**config.mk**
```make
export PLATFORM = sky130hd
export DESIGN_NAME = hilo_mdu
export DESIGN_NICKNAME = d
export VERILOG_FILES = /design/src/rtl/hilo_mdu.sv
export SDC_FILE = /design/constraint.sdc
export NUM_CORES = 2
export LEC_CHECK = 0
export BUFFER_PORTS_ARGS = -buffer_cell sky130_fd_sc_hd__buf_2
export CORE_MARGIN = 3
export CORE_UTILIZATION = 65
export DETAILED_ROUTE_END_ITERATION = 6
export HOLD_SLACK_MARGIN = 0.12
export PLACE_DENSITY_LB_ADDON = 0.08
export REMOVE_ABC_BUFFERS = 1
export SETUP_SLACK_MARGIN = 0.05
export SLEW_MARGIN = 20
export SYNTH_ARGS = -nofsm -noshare
export SYNTH_HDL_FRONTEND = slang
export SYNTH_SLANG_ARGS = --single-unit
```
**constraint.sdc**
```tcl
create_clock -name clk -period 18 [get_ports clk]
set_input_delay 3.6 -clock clk [delete_from_list [all_inputs] [get_ports clk]]
set_output_delay 3.6 -clock clk [all_outputs]
set_load 0.005 [all_outputs]
```
**src/rtl/hilo_mdu.sv**
```systemverilog
// HI/LO multiply-divide unit: fixed-latency multiply, one-bit-per-cycle restoring divide,
// and direct HI/LO writes. Results only reach hi/lo on the final cycle of an operation.
module hilo_mdu #(
  parameter int WIDTH   = 32,
  parameter int MUL_LAT = 2
) (
  input  logic             clk,
  input  logic             rst_n,
  input  logic             start,
  input  logic [2:0]       op,
  input  logic [WIDTH-1:0] a,
  input  logic [WIDTH-1:0] b,
  input  logic             cancel,
  output logic             busy,
  output logic             done,
  output logic [WIDTH-1:0] hi,
  output logic [WIDTH-1:0] lo
);

  localparam int CNT_MAX = (WIDTH > MUL_LAT) ? WIDTH : MUL_LAT;
  localparam int CW      = $clog2(CNT_MAX + 1);
  localparam logic [CW-1:0] MUL_LAST = CW'(MUL_LAT - 1);
  localparam logic [CW-1:0] DIV_LAST = CW'(WIDTH);

  typedef enum logic [1:0] {IDLE, MUL, DIV} state_e;
  typedef enum logic [2:0] {
    OP_MULT  = 3'b000,
    OP_MULTU = 3'b001,
    OP_DIV   = 3'b010,
    OP_DIVU  = 3'b011,
    OP_MTHI  = 3'b100,
    OP_MTLO  = 3'b101,
    OP_RSV6  = 3'b110,
    OP_RSV7  = 3'b111
  } op_e;

  state_e           state_q, state_d;
  logic [CW-1:0]    cnt_q, cnt_d;
  logic [WIDTH-1:0] hi_q, hi_d, lo_q, lo_d;
  logic             done_q, done_d;
  // acc holds the multiplicand, or the dividend shifting into the quotient
  logic [WIDTH-1:0] acc_q, acc_d;
  logic [WIDTH-1:0] dvs_q, dvs_d;
  logic [WIDTH-1:0] rem_q, rem_d;
  logic             sgn_q, sgn_d;
  logic             neg_quo_q, neg_quo_d;
  logic             neg_rem_q, neg_rem_d;
  logic             div0_q, div0_d;

  op_e              op_s;
  logic             take;
  logic             is_div;
  logic [WIDTH:0]   shifted;
  logic [WIDTH:0]   trial;
  logic [2*WIDTH-1:0] ext_a, ext_b, prod;

  assign op_s = op_e'(op);
  assign take = start && !cancel;

  always_ff @(posedge clk or negedge rst_n) begin
    if (!rst_n) begin
      state_q   <= IDLE;
      cnt_q     <= '0;
      hi_q      <= '0;
      lo_q      <= '0;
      done_q    <= 1'b0;
      acc_q     <= '0;
      dvs_q     <= '0;
      rem_q     <= '0;
      sgn_q     <= 1'b0;
      neg_quo_q <= 1'b0;
      neg_rem_q <= 1'b0;
      div0_q    <= 1'b0;
    end else begin
      state_q   <= state_d;
      cnt_q     <= cnt_d;
      hi_q      <= hi_d;
      lo_q      <= lo_d;
      done_q    <= done_d;
      acc_q     <= acc_d;
      dvs_q     <= dvs_d;
      rem_q     <= rem_d;
      sgn_q     <= sgn_d;
      neg_quo_q <= neg_quo_d;
      neg_rem_q <= neg_rem_d;
      div0_q    <= div0_d;
    end
  end

  // A zero divisor jumps straight to the last count so the divide lasts one cycle.
  always_comb begin
    state_d = state_q;
    cnt_d   = cnt_q;
    unique case (state_q)
      IDLE: begin
        if (take && (op_s == OP_MULT || op_s == OP_MULTU)) begin
          state_d = MUL;
          cnt_d   = '0;
        end else if (take && (op_s == OP_DIV || op_s == OP_DIVU)) begin
          state_d = DIV;
          cnt_d   = (b == '0) ? DIV_LAST : '0;
        end
      end
      MUL: begin
        if (cancel || cnt_q == MUL_LAST) begin
          state_d = IDLE;
          cnt_d   = '0;
        end else begin
          cnt_d = cnt_q + CW'(1);
        end
      end
      DIV: begin
        if (cancel || cnt_q == DIV_LAST) begin
          state_d = IDLE;
          cnt_d   = '0;
        end else begin
          cnt_d = cnt_q + CW'(1);
        end
      end
      default: begin
        state_d = IDLE;
        cnt_d   = '0;
      end
    endcase
  end

  always_comb begin
    hi_d      = hi_q;
    lo_d      = lo_q;
    done_d    = 1'b0;
    acc_d     = acc_q;
    dvs_d     = dvs_q;
    rem_d     = rem_q;
    sgn_d     = sgn_q;
    neg_quo_d = neg_quo_q;
    neg_rem_d = neg_rem_q;
    div0_d    = div0_q;
    is_div    = (op_s == OP_DIV);

    ext_a   = sgn_q ? {{WIDTH{acc_q[WIDTH-1]}}, acc_q} : {{WIDTH{1'b0}}, acc_q};
    ext_b   = sgn_q ? {{WIDTH{dvs_q[WIDTH-1]}}, dvs_q} : {{WIDTH{1'b0}}, dvs_q};
    prod    = ext_a * ext_b;
    shifted = {rem_q, acc_q[WIDTH-1]};
    trial   = shifted - {1'b0, dvs_q};

    unique case (state_q)
      IDLE: begin
        if (take) begin
          unique case (op_s)
            OP_MTHI: hi_d = a;
            OP_MTLO: lo_d = a;
            OP_MULT, OP_MULTU: begin
              acc_d = a;
              dvs_d = b;
              sgn_d = (op_s == OP_MULT);
            end
            OP_DIV, OP_DIVU: begin
              neg_quo_d = is_div && (a[WIDTH-1] ^ b[WIDTH-1]);
              neg_rem_d = is_div && a[WIDTH-1];
              acc_d     = (is_div && a[WIDTH-1]) ? -a : a;
              dvs_d     = (is_div && b[WIDTH-1]) ? -b : b;
              rem_d     = '0;
              div0_d    = (b == '0);
            end
            default: ;
          endcase
        end
      end
      MUL: begin
        if (!cancel && cnt_q == MUL_LAST) begin
          hi_d   = prod[2*WIDTH-1:WIDTH];
          lo_d   = prod[WIDTH-1:0];
          done_d = 1'b1;
        end
      end
      DIV: begin
        if (!cancel) begin
          if (cnt_q == DIV_LAST) begin
            done_d = 1'b1;
            if (!div0_q) begin
              lo_d = neg_quo_q ? -acc_q : acc_q;
              hi_d = neg_rem_q ? -rem_q : rem_q;
            end
          end else if (!trial[WIDTH]) begin
            rem_d = trial[WIDTH-1:0];
            acc_d = {acc_q[WIDTH-2:0], 1'b1};
          end else begin
            rem_d = shifted[WIDTH-1:0];
            acc_d = {acc_q[WIDTH-2:0], 1'b0};
          end
        end
      end
      default: ;
    endcase
  end

  always_comb begin
    busy = (state_q != IDLE);
    done = done_q;
    hi   = hi_q;
    lo   = lo_q;
  end

endmodule

```
# Word-level counts from Yosys, hierarchy flattened

Index checks and enable logic that the tools add are counted.

Output and inout port bits: 66
Register bits after elaboration: 173
Logic and storage cells: 119

Equal/unequal tests: 22
Add/subtract/negate cells: 6
Mux-type cells: 48
Multipliers: 1
Bitwise gates (word level): 1
Reductions and logical operators: 29

Operators with widths:

| operator                                               | number |
|---|---|
| 2-to-1 mux 32 bit                                      | 24 |
| case mux 32 bit (2 select lines)                       | 4 |
| case mux 32 bit (3 select lines)                       | 2 |
| 2-to-1 mux 64 bit                                      | 2 |
| negation 32 bit                                        | 4 |
| multiplier 64 x 64 -> 64 bit                           | 1 |
| subtractor 33 x 32 -> 33 bit                           | 1 |
| logical NOT 32 bit                                     | 1 |
| 2-to-1 mux 6 bit                                       | 5 |
| case mux 6 bit (3 select lines)                        | 1 |
| inequality test 2 bit (second input constant)          | 8 |
| AND reduction 7 bit                                    | 2 |
| AND reduction 3 bit                                    | 4 |
| AND reduction 5 bit                                    | 2 |
| 2-to-1 mux 2 bit                                       | 4 |
| logical AND 1 bit                                      | 7 |
| adder 6 x 1 -> 6 bit (second input constant)           | 1 |
| equality test 3 x 2 -> 1 bit (second input constant)   | 2 |
| equality test 3 bit (second input constant)            | 2 |
| equality test 6 x 1 -> 1 bit (second input constant)   | 1 |
| equality test 6 bit (second input constant)            | 1 |
| inequality test 2 x 1 -> 1 bit (second input constant) | 3 |
| case mux 2 bit (3 select lines)                        | 1 |
| nonzero test 2 bit                                     | 3 |
| other kinds (14)                                       | 21 |

# Logic depth before layout (Yosys ltp)

Word-level depth: 6
Depth in mapped cells: 36
Depth with buffers taken out: 33

# Worst setup path before layout

OpenSTA, ideal clock, no wires.

Path kind: register to register
From: register acc_q[31]
To: register hi_q[30] (netlist: hi[30])
Clock period less this slack: 9.187 ns
Arrival time: 9.045 ns
Data required time: 17.859 ns
Stages on the path, launching flop included: 31
Setup slack: 8.813 ns
Buffers on the path: 2
Path through: dfrtp_1 -> and2_1 -> clkbuf_1 -> clkbuf_1 -> nand2_1 -> fa_1 -> inv_1 -> fa_1 -> fa_1 -> inv_1 -> fa_1 -> inv_1 -> fa_1 -> fa_1 -> fa_1 -> inv_1 -> fa_1 -> inv_1 -> fa_1 -> inv_1 -> fa_1 -> inv_1 -> ha_1 -> and3_1 -> nand2_1 -> or4_1 -> o221ai_1 -> a21oi_1 -> xnor2_1 -> a221oi_1 -> a211oi_1

Cells in the longest elaborated chain, start to end: 4

Ends and longest elaborated chain:

| what                             | RTL line | source |
|---|---|---|
| from (decl)                      | 42       | `logic [WIDTH-1:0] acc_q, acc_d;` |
| from (signal assigned)           | 67       | `acc_q <= '0;` |
| from (signal assigned)           | 80       | `acc_q <= acc_d;` |
| 2-to-1 mux 64 bit                | 140      | `ext_a = sgn_q ? {{WIDTH{acc_q[WIDTH-1]}}, acc_q} : {{WIDTH{1'b0}}, acc_q};` |
| multiplier 64 x 64 -> 64 bit     | 142      | `prod = ext_a * ext_b;` |
| 2-to-1 mux 32 bit                | 170      | `if (!cancel && cnt_q == MUL_LAST) begin` |
| case mux 32 bit (3 select lines) | 146      | `unique case (state_q)` |
| to (signal assigned)             | 77       | `hi_q <= hi_d;` |
| to (decl)                        | 39       | `logic [WIDTH-1:0] hi_q, hi_d, lo_q, lo_d;` |

Every way passes these cells. The select of a mux whose other input is x is not followed.
A chain may end at the register's enable or synchronous reset.

# Worst setup path after layout

From: register acc_q[31]
To: register hi_q[19] (netlist: hi[19])

Same word-level chain as after synthesis.

==> run metrics <==
via/cell ratio 6.023; vias in the first global route 49.36k; most frequent CP cell fa_1; routability cong. 1.013; Post-Synth Simple-Gate Area 0.1400; async set-reset flop share out of synthesis 1.000; Initial DRC Count 4488; RR Startpoint acc_q[31]; complex-gate fraction of the synthesized area 0.07855; setup bufs post-CTS 0; Seq cells post-synth 173; Mean Syn Cell Area 9.022 um^2; clk_lat worst skew 0.48 ns; Row Count 110; first-pass GRT wire length 296600 um; drt wl/cell 24.82 um; FMAX 0.09461 GHz; Hold Path Cell Cnt 2; GRT Overall Usage 0.4187; worst rel slew slack 0.2932; I/O pin count 137; most frequent cells in the layout inv_1 (1602), fa_1 (1420), nand2_1 (715); CP Capture Type flip-flop; quantity of I/O buffers inserted on ports 136; Setup crit start acc_q[31]; fin crit share 0.5872; unrepaired setup endpoints after global routing false; largest net degree at the start of global routing 106; die height 309.9 um; DP HPWL 151300 um; dominant synthesized flop cell dfrtp_1; number of flops mapped to enable cells by yosys 0; Detailed Route WL 192200 um; minimum clock period 10.57 ns; clock sinks 173; drt drc 0; Worst R2R Path Depth 31; sequential share of the synthesized area 0.07209; initial antenna violation count 11; Placement Setup Slack 7.564 ns; gr ovfl total 0; share of cells above drive strength 1 0.04660; Nets 8396; H-tree Lvls 4; Routed Antenna Nets 0; core area 90840 um^2; Setup TNS 0 ns; # hold bufs at CTS 0; cts bufs inserted 17; area share of fa/ha/maj cells after synthesis 0.5474; worst setup path category reg -> reg; TritonCTS clock tree built; Mapped Area 60050 um^2; 1st-pass router iterations 6; Worst-Margin Slew 1.058 ns; fin util 0.6859; outcome finished, final reports clean; Netlist cell types 73; Die ar. 96070 um^2; Mapped Cells 6656; XOR/XNOR Fraction of Synth Area 0.03821; Max stage delay cell, worst path fa_1; DIE WIDTH 309.9 um; Slew Limit Fails 0; critical path fanouts, max 23; clock root buffer clkbuf_16; largest family of logic cells by synthesized area adder cells; Required @ worst endpoint 18.32 ns; post-cts sizing count 0; Final Hold Viols 0; post-synthesis mux area share 0.001229; commonest non-fill, non-tap cell in the layout inv_1; # setup viols final 0; hold path start lo[30]; Hold WC Path Type reg -> reg; Via Count 46.63k; Worst setup SP type flip-flop; CP arrival 10.89 ns; final hold slack 0.4746 ns; clock-pin slew on the worst setup and hold paths 0.08 ns; Ys Warns 0; initial core utilization 0.6611; CP max stage delay 0.73 ns; Area Overhead vs Synth 3.751%; Worst Skew 0.03329 ns; Clock Tree Buf Depth 2; fin worst setup slack 7.431 ns; MaxCap Viol Count 0
logic make-up (layout without fill, tap and decap cells):
kind of cell | Yosys count | in the layout
buf+inv | 1958 | 1868
fa+ha+maj | 1776 | 1776
simple gates | 1742 | 1742
compound gates | 738 | 738
xor+xnor | 262 | 262
flops | 173 | 173
mux | 7 | 7
other cells | 0 | 1
registers in the layout, summed over array words and instances (netlist names):
name	count
acc_q	32
dvs_q	32
hi	32
lo	32
rem_q	32
cnt_q	6
state_q	2
div0_q	1
done	1
neg_quo_q	1
neg_rem_q	1
sgn_q	1
cell type report:
type	instances	area [um^2]
multi-input cells	4525	48440
fillers	7394	28540
inverters	1602	6013
flip-flops and latches	173	4334
well taps	1176	1471
repair buffers	234	1425
clock buffers	19	442.9
clock inverters	13	175.2
diodes	1	2.502
synthesized netlist by cell type, drive strengths merged, types with 59 or more instances:
master	instances	area (um^2)
clkbuf	325	1220
xnor2	183	1603
a21o	59	442.9
xor2	79	691.9
and2	528	3303
dfrtp	173	4329
inv	1602	6013
nor2	261	982.2
o21ai	172	860.8
nand2	718	2695
o31ai	79	611.8
a21oi	221	1106
fa	1420	28430
ha	352	4404
final timing paths:
check / endpoint / slack (ns)
min reg2reg: lo[30] / 0.47
max: hi[19] / 7.43
max reg2reg: hi[19] / 7.43
min: lo[30] / 0.47
min in group asynchronous: cnt_q[4] / 3.23
max in group asynchronous: rem_q[8] / 13.24
routing by layer:
layer  up-vias  global-route usage  part of all wire
met4         6              0.2315             0.067
li1      19618                   -                 -
met3       654              0.1038              0.11
met5         -                   0           0.00023
met2      2557              0.6459              0.45
met1     23798              0.5492              0.37
per-stage QoR:
| step | cells | area, um^2 |
|---|---|---|
| 6_report | 7743 | 62300 |
| 5_1_grt | 7743 | 62300 |
| 4_1_cts | 7742 | 62300 |
| 3_5_place_dp | 7710 | 61680 |
| 3_3_place_gp | 7710 | 61680 |
| 2_1_floorplan | 6300 | 58710 |
worst max-delay path, delay by kind of cell (launching register included):
kind,cells,cell delay [ns]
buf+inv,7,1.03
compound gates,8,1.87
fa+ha+maj,11,5.64
xor+xnor,1,0.19
simple gates,4,1.32
flops,1,0.32
Power is left out: the tool's default activity adds up to more than one toggle a clock period on the data nets, which glitch-free logic cannot reach.
